## src/rtl/array_count_compare_if.sv

```systemverilog
// Sequencer-side bundle for array_count_compare: scan request/result handshake
// plus the synchronous-read heap port.
interface array_count_compare_if #(
  parameter int WIDTH  = 12,
  parameter int ADDR_W = 12
);
  logic              start;
  logic              ready;
  logic [WIDTH-1:0]  array;
  logic [WIDTH-1:0]  size;
  logic [WIDTH-1:0]  key;
  logic [1:0]        mode;
  logic              memRd;
  logic [ADDR_W-1:0] memAddr;
  logic [WIDTH-1:0]  memData;
  logic              done;
  logic [WIDTH-1:0]  count;
  logic [WIDTH-1:0]  first;
  logic              err;

  modport master (
    output start, array, size, key, mode, memData,
    input  ready, memRd, memAddr, done, count, first, err
  );

  modport slave (
    input  start, array, size, key, mode, memData,
    output ready, memRd, memAddr, done, count, first, err
  );
endinterface

```

## src/rtl/array_count_compare.sv

```systemverilog
// Sequential array scan: counts elements matching an unsigned comparison
// against a key and reports the index of the first match.
module array_count_compare #(
  parameter int WIDTH   = 12,
  parameter int NAREA   = 3,
  parameter int NARRAYS = 1,
  parameter int ADDR_W  = 12
) (
  input  logic                clock,
  input  logic                reset,
  array_count_compare_if.slave bus
);

  typedef enum logic [1:0] {IDLE, SCAN, DRAIN, DONE} state_t;

  state_t           state;
  logic [WIDTH-1:0] key_r;
  logic [1:0]       mode_r;
  logic [WIDTH-1:0] n_r;
  logic [WIDTH-1:0] idx;
  logic [WIDTH-1:0] cidx;
  logic             rd_vld;

  logic [WIDTH-1:0] n_in;
  logic [31:0]      base;
  logic             bad_arr;
  logic             hit;

  assign n_in    = (bus.size < WIDTH'(NAREA)) ? bus.size : WIDTH'(NAREA);
  assign base    = 32'(bus.array) * 32'(NAREA);
  assign bad_arr = 32'(bus.array) >= 32'(NARRAYS);
  assign bus.ready = (state == IDLE);

  always_comb begin
    hit = 1'b0;
    case (mode_r)
      2'd0: hit = bus.memData <  key_r;
      2'd1: hit = bus.memData <= key_r;
      2'd2: hit = bus.memData == key_r;
      2'd3: hit = bus.memData >  key_r;
      default: hit = 1'b0;
    endcase
  end

  always_ff @(posedge clock) begin
    if (reset) begin
      state       <= IDLE;
      key_r       <= '0;
      mode_r      <= '0;
      n_r         <= '0;
      idx         <= '0;
      cidx        <= '0;
      rd_vld      <= 1'b0;
      bus.memRd   <= 1'b0;
      bus.memAddr <= '0;
      bus.done    <= 1'b0;
      bus.count   <= '0;
      bus.first   <= '0;
      bus.err     <= 1'b0;
    end else begin
      // memData answers the previous cycle's read, so accumulate one cycle behind issue
      rd_vld <= bus.memRd;
      if (rd_vld) begin
        if (hit) begin
          bus.count <= bus.count + WIDTH'(1);
          if (bus.first == n_r) bus.first <= cidx;
        end
        cidx <= cidx + WIDTH'(1);
      end

      case (state)
        IDLE: if (bus.start) begin
          key_r     <= bus.key;
          mode_r    <= bus.mode;
          n_r       <= n_in;
          idx       <= '0;
          cidx      <= '0;
          bus.count <= '0;
          bus.first <= n_in;
          bus.err   <= 1'b0;
          if (bad_arr) begin
            bus.err   <= 1'b1;
            bus.first <= '0;
            bus.done  <= 1'b1;
            state     <= DONE;
          end else if (n_in == '0) begin
            bus.first <= '0;
            bus.done  <= 1'b1;
            state     <= DONE;
          end else begin
            bus.memRd   <= 1'b1;
            bus.memAddr <= ADDR_W'(base);
            state       <= SCAN;
          end
        end
        SCAN: begin
          if (idx == n_r - WIDTH'(1)) begin
            bus.memRd <= 1'b0;
            state     <= DRAIN;
          end else begin
            idx         <= idx + WIDTH'(1);
            bus.memAddr <= bus.memAddr + ADDR_W'(1);
          end
        end
        DRAIN: begin
          bus.done <= 1'b1;
          state    <= DONE;
        end
        DONE: begin
          bus.done <= 1'b0;
          state    <= IDLE;
        end
        default: state <= IDLE;
      endcase
    end
  end

endmodule

```

## src/flat_wrapper.sv

```systemverilog
// flat-port wrapper written by rule: the top's interface ports become plain ports
module array_count_compare_flat 
#(
  parameter int WIDTH   = 12,
  parameter int NAREA   = 3,
  parameter int NARRAYS = 1,
  parameter int ADDR_W  = 12
)
  (clock, reset, bus_start, bus_array, bus_size, bus_key, bus_mode, bus_memData, bus_ready, bus_memRd, bus_memAddr, bus_done, bus_count, bus_first, bus_err);
  array_count_compare_if #(.WIDTH(WIDTH), .ADDR_W(ADDR_W)) bus_i ();
  input  logic clock;
  input  logic reset;
  input wire logic [$bits(bus_i.start)-1:0] bus_start;
  input wire logic [$bits(bus_i.array)-1:0] bus_array;
  input wire logic [$bits(bus_i.size)-1:0] bus_size;
  input wire logic [$bits(bus_i.key)-1:0] bus_key;
  input wire logic [$bits(bus_i.mode)-1:0] bus_mode;
  input wire logic [$bits(bus_i.memData)-1:0] bus_memData;
  output wire logic [$bits(bus_i.ready)-1:0] bus_ready;
  output wire logic [$bits(bus_i.memRd)-1:0] bus_memRd;
  output wire logic [$bits(bus_i.memAddr)-1:0] bus_memAddr;
  output wire logic [$bits(bus_i.done)-1:0] bus_done;
  output wire logic [$bits(bus_i.count)-1:0] bus_count;
  output wire logic [$bits(bus_i.first)-1:0] bus_first;
  output wire logic [$bits(bus_i.err)-1:0] bus_err;
  assign bus_i.start = bus_start;
  assign bus_i.array = bus_array;
  assign bus_i.size = bus_size;
  assign bus_i.key = bus_key;
  assign bus_i.mode = bus_mode;
  assign bus_i.memData = bus_memData;
  assign bus_ready = bus_i.ready;
  assign bus_memRd = bus_i.memRd;
  assign bus_memAddr = bus_i.memAddr;
  assign bus_done = bus_i.done;
  assign bus_count = bus_i.count;
  assign bus_first = bus_i.first;
  assign bus_err = bus_i.err;
  array_count_compare #(.WIDTH(WIDTH), .NAREA(NAREA), .NARRAYS(NARRAYS), .ADDR_W(ADDR_W)) u_core (.clock(clock), .reset(reset), .bus(bus_i));
endmodule
```

## config.mk

```make
export PLATFORM = sky130hd
export DESIGN_NAME = array_count_compare_flat
export DESIGN_NICKNAME = d
export VERILOG_FILES = /design/src/rtl/array_count_compare_if.sv /design/src/rtl/array_count_compare.sv /design/src/flat_wrapper.sv
export SDC_FILE = /design/constraint.sdc
export NUM_CORES = 1
export LEC_CHECK = 0
export CAP_MARGIN = 20
export CORE_MARGIN = 8
export CORE_UTILIZATION = 57
export CTS_BUF_LIST = sky130_fd_sc_hd__clkbuf_8
export CTS_CLUSTER_DIAMETER = 120
export DETAILED_ROUTE_END_ITERATION = 10
export HOLD_SLACK_MARGIN = 0.03
export PLACE_DENSITY = 0.85
export SETUP_SLACK_MARGIN = 0.3
export SYNTH_ARGS = -nofsm -noshare
export SYNTH_HDL_FRONTEND = slang
export SYNTH_SLANG_ARGS = --single-unit
```

## constraint.sdc

```tcl
create_clock -name clock -period 5.9 [get_ports clock]
set_input_delay 1.475 -clock clock [delete_from_list [all_inputs] [get_ports clock]]
set_output_delay 1.475 -clock clock [all_outputs]
set_load 0.05 [all_outputs]
```

==> results.txt, run 1 <==
Status -> finished, final reports clean
Number of vias per cell -> 5.902
Routed WL -> 14,420 µm
Top Ports -> 93
Slew Limit Fails -> 0
Crit end category -> flip-flop
Critical R2R Launch -> u_core.n_r[2]
PostCTS Resize Cnt -> 0
Setup Fix Bufs, Post-CTS -> 0
Largest stage delay, worst path -> 720 ps
Yosys reg bits -> 92
Gr ovfl total -> 0
Final Cycle Share -> 70.99%
RSZ-0062 raised after global routing -> no
Worst relative slew slack -> 35.19%
PwrDens -> 302.2 mW/mm²
Largest net degree at the start of global routing -> 33
Clock latency on the worst-skew pair -> 370 ps
Root Buffer Master -> clkbuf_8
Syn Inst Count -> 704
Die Wd -> 114.7 µm
Yosys top cell by area -> dfxtp_1
Number of diodes -> 0
Share of the synthesized area in the top cell type -> 33.20%
Die height -> 114.7 µm
Path type of the worst min-delay path -> flip-flop to flip-flop
Worst-path clk slew -> 90 ps
Number of setup violations in the final report -> 0
Placer Congestion -> 0.8492
Vias in the first global route -> 5,157
Core area -> 0.009594 mm²
First-pass GRT wire length -> 23,480 µm
Via Count -> 5,400
Async set or reset register ratio after synthesis -> 0%
Worst Path Max Fanout -> 14
Post-synthesis sequential area ratio -> 33.20%
DRT antenna net count -> 0
Cts bufs inserted -> 9
Crit path arrival time -> 4400 ps
Synth cell types -> 59
Hold Crit Start -> u_core.key_r[7]
CP Launch Point -> bus_array[1]
Initial antenna violation count -> 0
Layout Skew -> 10.89 ps
DRC -> 0
Clock Sinks -> 92
Clock Path Buffers -> 2
Pleak -> 0.002665 µW
Syn_area_per_cell -> 7.880 µm²
CP required -> 6110 ps
DP HPWL -> 10,940 µm
Die ar. -> 0.01315 mm²
Cell Area, Synth -> 0.005548 mm²
Layout cells sized above 1 -> 4.092%
Starting density of the core -> 57.82%
Nets@finish -> 871
Final min period -> 4188 ps
Peak Freq -> 238.8 MHz
Slowest CP cell -> o31ai_1
Final Hold Viols -> 0
Worst-Margin Slew -> 962.0 ps
Main area contributors after synthesis -> dfxtp_1, ha_1, nand2_1
Top_reg_cell synth -> dfxtp_1
Syn_nets -> 798
DR iter-0 viols -> 411
Core Rows -> 36
Hold slack -> 461.9 ps
Max-Cap Viols -> 0
Synth warn -> 0
Number of fill cells -> 780
Worst vdd ir -> 0.0002390 V
IO Port Bufs -> 92
Gr usage total -> 21.73%
Final setup TNS -> 0 ps
CTS tree -> built
Drt pass-1 iters -> 5
Post-synth EDFFs -> 0
# hold bufs at CTS -> 0
CP Cell Sequence -> clkdlybuf4s50_1, inv_1, ha_1, and4b_1, a21oi_1, o31ai_1, nand2_1, nor2_1, a311oi_1
WL/cell -> 15.76 µm
H-Tree Level Count -> 3
Synthesis-to-layout area growth -> 21.18%
Setup CP Type -> input pin to flip-flop
Startpoint types -> input pin
-- Yosys cell counts (2+ instances only) --
cell type and count:
a211oi_1 9, a21o_1 8, a21oi_1 51, a221oi_1 2, a311oi_1 2, a31oi_1 11
a41o_1 4, and2_1 5, and3_1 22, and3b_1 2, and4_1 5, buf_1 3
buf_2 3, buf_6 2, clkbuf_1 30, dfxtp_1 92, ha_1 40, inv_1 41
mux2i_1 10, nand2_1 89, nand3_1 34, nand3b_1 2, nand4_1 14, nor2_1 49
nor2b_1 8, nor3_1 13, nor4_1 5, o2111ai_1 4, o211ai_1 5, o21ai_0 40
o311a_1 2, o31ai_1 9, o41ai_1 2, or2_2 2, or3_1 11, or3b_2 2
or4_1 7, xnor2_1 28, xor2_1 16
-- report_power, final --
| part | total, µW | leakage (µW) | internal [µW] | switching, µW |
|---|---|---|---|---|
| clock | 405 | 0.0000886 | 160 | 245 |
| sequential | 772 | 0.000746 | 694 | 78.5 |
| combinational | 854 | 0.00183 | 315 | 539 |
-- placed cells by master (no fill, tap or decap), types with 11 or more instances in the layout --
cell type	Yosys	final
xor2_1	16	16
nand3_1	34	34
nor2_1	49	49
clkdlybuf4s50_1	0	92
inv_1	41	41
xnor2_1	28	28
a21oi_1	51	51
or3_1	11	11
dfxtp_1	92	92
ha_1	40	40
nand2_1	89	89
a31oi_1	11	11
o21ai_0	40	40
nand4_1	14	14
nor3_1	13	13
and3_1	22	22
-- registers in the layout (all words and copies together) (netlist names) --
register,flops
u_core.n_r,12
u_core.bus.memAddr,12
u_core.bus.count,12
u_core.rd_vld,1
u_core.bus.memRd,1
u_core.idx,12
u_core.state,2
u_core.bus.first,12
u_core.key_r,12
u_core.cidx,12
u_core.mode_r,2
u_core.bus.err,1
u_core.bus.done,1
-- worst max-delay path, delay by kind of cell --
kind	cells	cell delay, ps
compound gates	3	950
buf+inv	2	610
simple gates	3	1180
fa+ha+maj	1	200
-- cell families after synthesis --
| family | synth area share [%] |
|---|---|
| flops | 33.20 |
| compound gates | 17.93 |
| buf+inv | 5.683 |
| fa+ha+maj | 9.382 |
| mux | 1.804 |
| xor+xnor | 6.946 |
| simple gates | 25.06 |
-- final cells by class --
type	count	area [µm²]	area share, %
clock buffer	9	123.9	1.843
tap	133	166.4	2.475
multi-input combinational	533	3391	50.44
clock inverter	7	57.56	0.8561
timing repair buffer	100	988.4	14.70
sequential	92	1842	27.40
inverter	41	153.9	2.289
-- routing by layer --
metal  routed length, µm  share of wire, %  GRT usage, %  up-vias
met4                 383               2.7         9.849        0
met3                1036               7.2         4.747       30
met1                6060                42         25.32     2523
li1                    -                 -             -     2643
met2                6939                48         37.20      204
met5                   0                 0             0        -
-- path summary, 6_finish.rpt --
kind | endpoint | slack, ps | depth (start not counted)
setup / recovery | u_core.bus.memAddr[10] | 1710 | 9
hold / removal | u_core.key_r[7] | 460 | 2
setup reg to reg | u_core.bus.memAddr[9] | 3040 | 8
hold reg to reg | u_core.key_r[7] | 460 | 2
-- stage by stage --
stage / power (µW) / worst slack (ps) / cell area [µm²] / util [%] / std cells
after global routing: 2147 / 1458 / 6723 / 70.07 / 915
after detailed placement: 1623 / 1385 / 6519 / 67.94 / 897
final: 2031 / 1712 / 6723 / 70.07 / 915
after floorplan: 1367 / 2149 / 5548 / - / 704
after global placement: 1594 / 1611 / 6519 / 67.94 / 897
after CTS: 2020 / 1786 / 6700 / 69.84 / 913
Power figures use the tool's default switching activity.
==> run 2, diff against run 1 <==
--- a/config.mk
+++ b/config.mk
@@ -7,12 +7,12 @@
 export LEC_CHECK = 0
 export CAP_MARGIN = 20
 export CORE_MARGIN = 8
-export CORE_UTILIZATION = 57
+export CORE_UTILIZATION = 56
 export CTS_BUF_LIST = sky130_fd_sc_hd__clkbuf_8
 export CTS_CLUSTER_DIAMETER = 120
 export DETAILED_ROUTE_END_ITERATION = 10
 export HOLD_SLACK_MARGIN = 0.03
-export PLACE_DENSITY = 0.85
+export PLACE_DENSITY = 0.83
 export SETUP_SLACK_MARGIN = 0.3
 export SYNTH_ARGS = -nofsm -noshare
 export SYNTH_HDL_FRONTEND = slang
==> constraint.sdc (replaced) <==
create_clock -name clock -period 4.1 [get_ports clock]
set_input_delay 1.025 -clock clock [delete_from_list [all_inputs] [get_ports clock]]
set_output_delay 1.025 -clock clock [all_outputs]
set_load 0.05 [all_outputs]
==> run 2 against run 1 <==
Effect of this change: sequential share of layout area decreased by 0.17 points; register-to-register slack got worse by 1800 ps; critical endpoint is now u_core.bus.count[9]; non-clock buffer count increased by 3; via count decreased by 1.6%; clock skew about the same; hold slack improved by 1.5 ps.
==> results.txt, run 2 (synthesis results as in run 1) <==
Status -> finished, final reports clean
Psw -> 1195 µW
Worst-path clk slew -> 90 ps
Slowest CP cell -> or4_1
Die height -> 115.5 µm
Number of fill cells -> 789
Initial antenna violation count -> 0
Core area -> 0.009684 mm²
Vias in the first global route -> 5,186
Synthesis-to-layout area growth -> 21.92%
Final cell count without fillers -> 918
PwrDens -> 439.0 mW/mm²
Crit path arrival time -> 3600 ps
Root Buffer Master -> clkbuf_8
Comb power frac -> 41.6%
Die ar. -> 0.01335 mm²
Clock Path Buffers -> 2
Final setup TNS -> 0 ps
Crit end category -> flip-flop
Starting density of the core -> 57.29%
WL/cell -> 15.81 µm
CP Cell Sequence -> clkdlybuf4s50_1, ha_1, a21o_1, a21o_1, a21o_1, o31ai_1, o211ai_1, buf_4, or4_1, a21oi_1
H-Tree Level Count -> 3
Number of setup violations in the final report -> 0
DP Area -> 0.006549 mm²
Setup CP Type -> input pin to flip-flop
Top Ports -> 93
Slew Limit Fails -> 0
Number of vias per cell -> 5.788
Layout Skew -> 10.81 ps
Routed WL -> 14,520 µm
Seq pwr share -> 37.5%
IO Port Bufs -> 92
DRT antenna net count -> 0
Startpoint types -> input pin
Final min period -> 3332 ps
RSZ-0062 raised after global routing -> no
Worst-Margin Slew -> 946.8 ps
Sw frac -> 40.23%
Reg2Reg Setup Slack -> 1260 ps
Largest net degree at the start of global routing -> 46
Pleak -> 0.002692 µW
# hold bufs at CTS -> 0
Final Instance Area -> 0.006764 mm²
Final Cycle Share -> 81.28%
Via Count -> 5,313
PostCTS Resize Cnt -> 0
CP required -> 4370 ps
Commonest non-fill, non-tap cells in the layout -> clkdlybuf4s50_1, dfxtp_1, nand2_1
Internal power -> 1775 µW
Cell mode on critical path -> a21o_1
Layout cells sized above 1 -> 4.204%
DP HPWL -> 11,070 µm
Number of diodes -> 0
Worst Path Buf+Inv -> 2
Largest stage delay, worst path -> 520 ps
DP Cell Count -> 901
Die Wd -> 115.5 µm
Cts bufs inserted -> 9
CTS tree -> built
Worst relative slew slack -> 36.65%
Setup Fix Bufs, Post-CTS -> 0
DRC -> 0
Max-Cap Viols -> 0
Path type of the worst min-delay path -> flip-flop to flip-flop
Gr usage total -> 21.90%
CP top delay family -> compound AO/OA/AOI/OAI gates
DR iter-0 viols -> 501
Worst vdd ir -> 0.0002847 V
Worst Path Max Fanout -> 22
Gr ovfl total -> 0
Clock Sinks -> 92
First-pass GRT wire length -> 23,810 µm
Clock latency on the worst-skew pair -> 350 ps
Core Rows -> 36
Peak Freq -> 300.1 MHz
Nets@finish -> 874
Placer Congestion -> 0.8706
Drt pass-1 iters -> 4
Final Hold Viols -> 0
Part of the power in the clock network -> 20.9%
-- run 2: area by class of cell --
| cell class | instances | area (µm²) | area share [%] |
|---|---|---|---|
| Inverter | 41 | 153.9 | 2.275 |
| Clock inverter | 5 | 52.55 | 0.7769 |
| Tap cell | 133 | 166.4 | 2.460 |
| Timing Repair Buffer | 103 | 1007 | 14.89 |
| Multi-Input combinational cell | 533 | 3391 | 50.13 |
| Clock buffer | 11 | 151.4 | 2.238 |
| Sequential cell | 92 | 1842 | 27.23 |
-- run 2: power by group through the flow --
stage | sequential (µW) | clock (µW) | combinational, µW
CTS | 1110 | 630 | 1230
global placement | 1120 | 0 | 1190
global route | 1130 | 668 | 1360
finish | 1110 | 621 | 1240
floorplan | 1300 | 0 | 670
detailed placement | 1130 | 0 | 1230
-- run 2: worst register-to-register path: stages (launching register included) --
cell and delay, ps:
dfxtp_1 340, inv_1 110, ha_1 150, buf_4 290, inv_1 290, o21ai_1 440, and3_1 270, and3_1 280
nand2_1 110, or4_1 400, o21ai_0 100
-- run 2: path summary, 6_finish.rpt --
check | from | end | depth (start not counted)
worst max-delay path | bus_memData[9] | u_core.bus.count[9] | 10
worst min-delay path | u_core.key_r[4] | u_core.key_r[4] | 2
worst max register to register | u_core.state[1] | u_core.idx[9] | 10
worst min register to register | u_core.key_r[4] | u_core.key_r[4] | 2
-- run 2: metrics by stage --
stage / setup slack, ps / total power [µW] / util [%] / hold WS (ps)
final: 767.7 / 2969 / 69.85 / 463.4
after detailed placement: 412.7 / 2353 / 67.62 / 450.1
after floorplan: 799.4 / 1967 / - / 436.3
after global placement: 505.5 / 2309 / 67.62 / 443.8
after CTS: 785.4 / 2970 / 69.73 / 462.3
after global routing: 617.0 / 3157 / 69.85 / 489.5
-- run 2: routing by layer --
| metal | global-route usage [%] | vias to the layer above | routed length, µm |
|---|---|---|---|
| met4 | 10.25 | 0 | 313 |
| li1 | - | 2649 | - |
| met5 | 0 | - | 0 |
| met1 | 24.80 | 2503 | 5974 |
| met2 | 39.42 | 139 | 7577 |
| met3 | 3.335 | 22 | 650 |
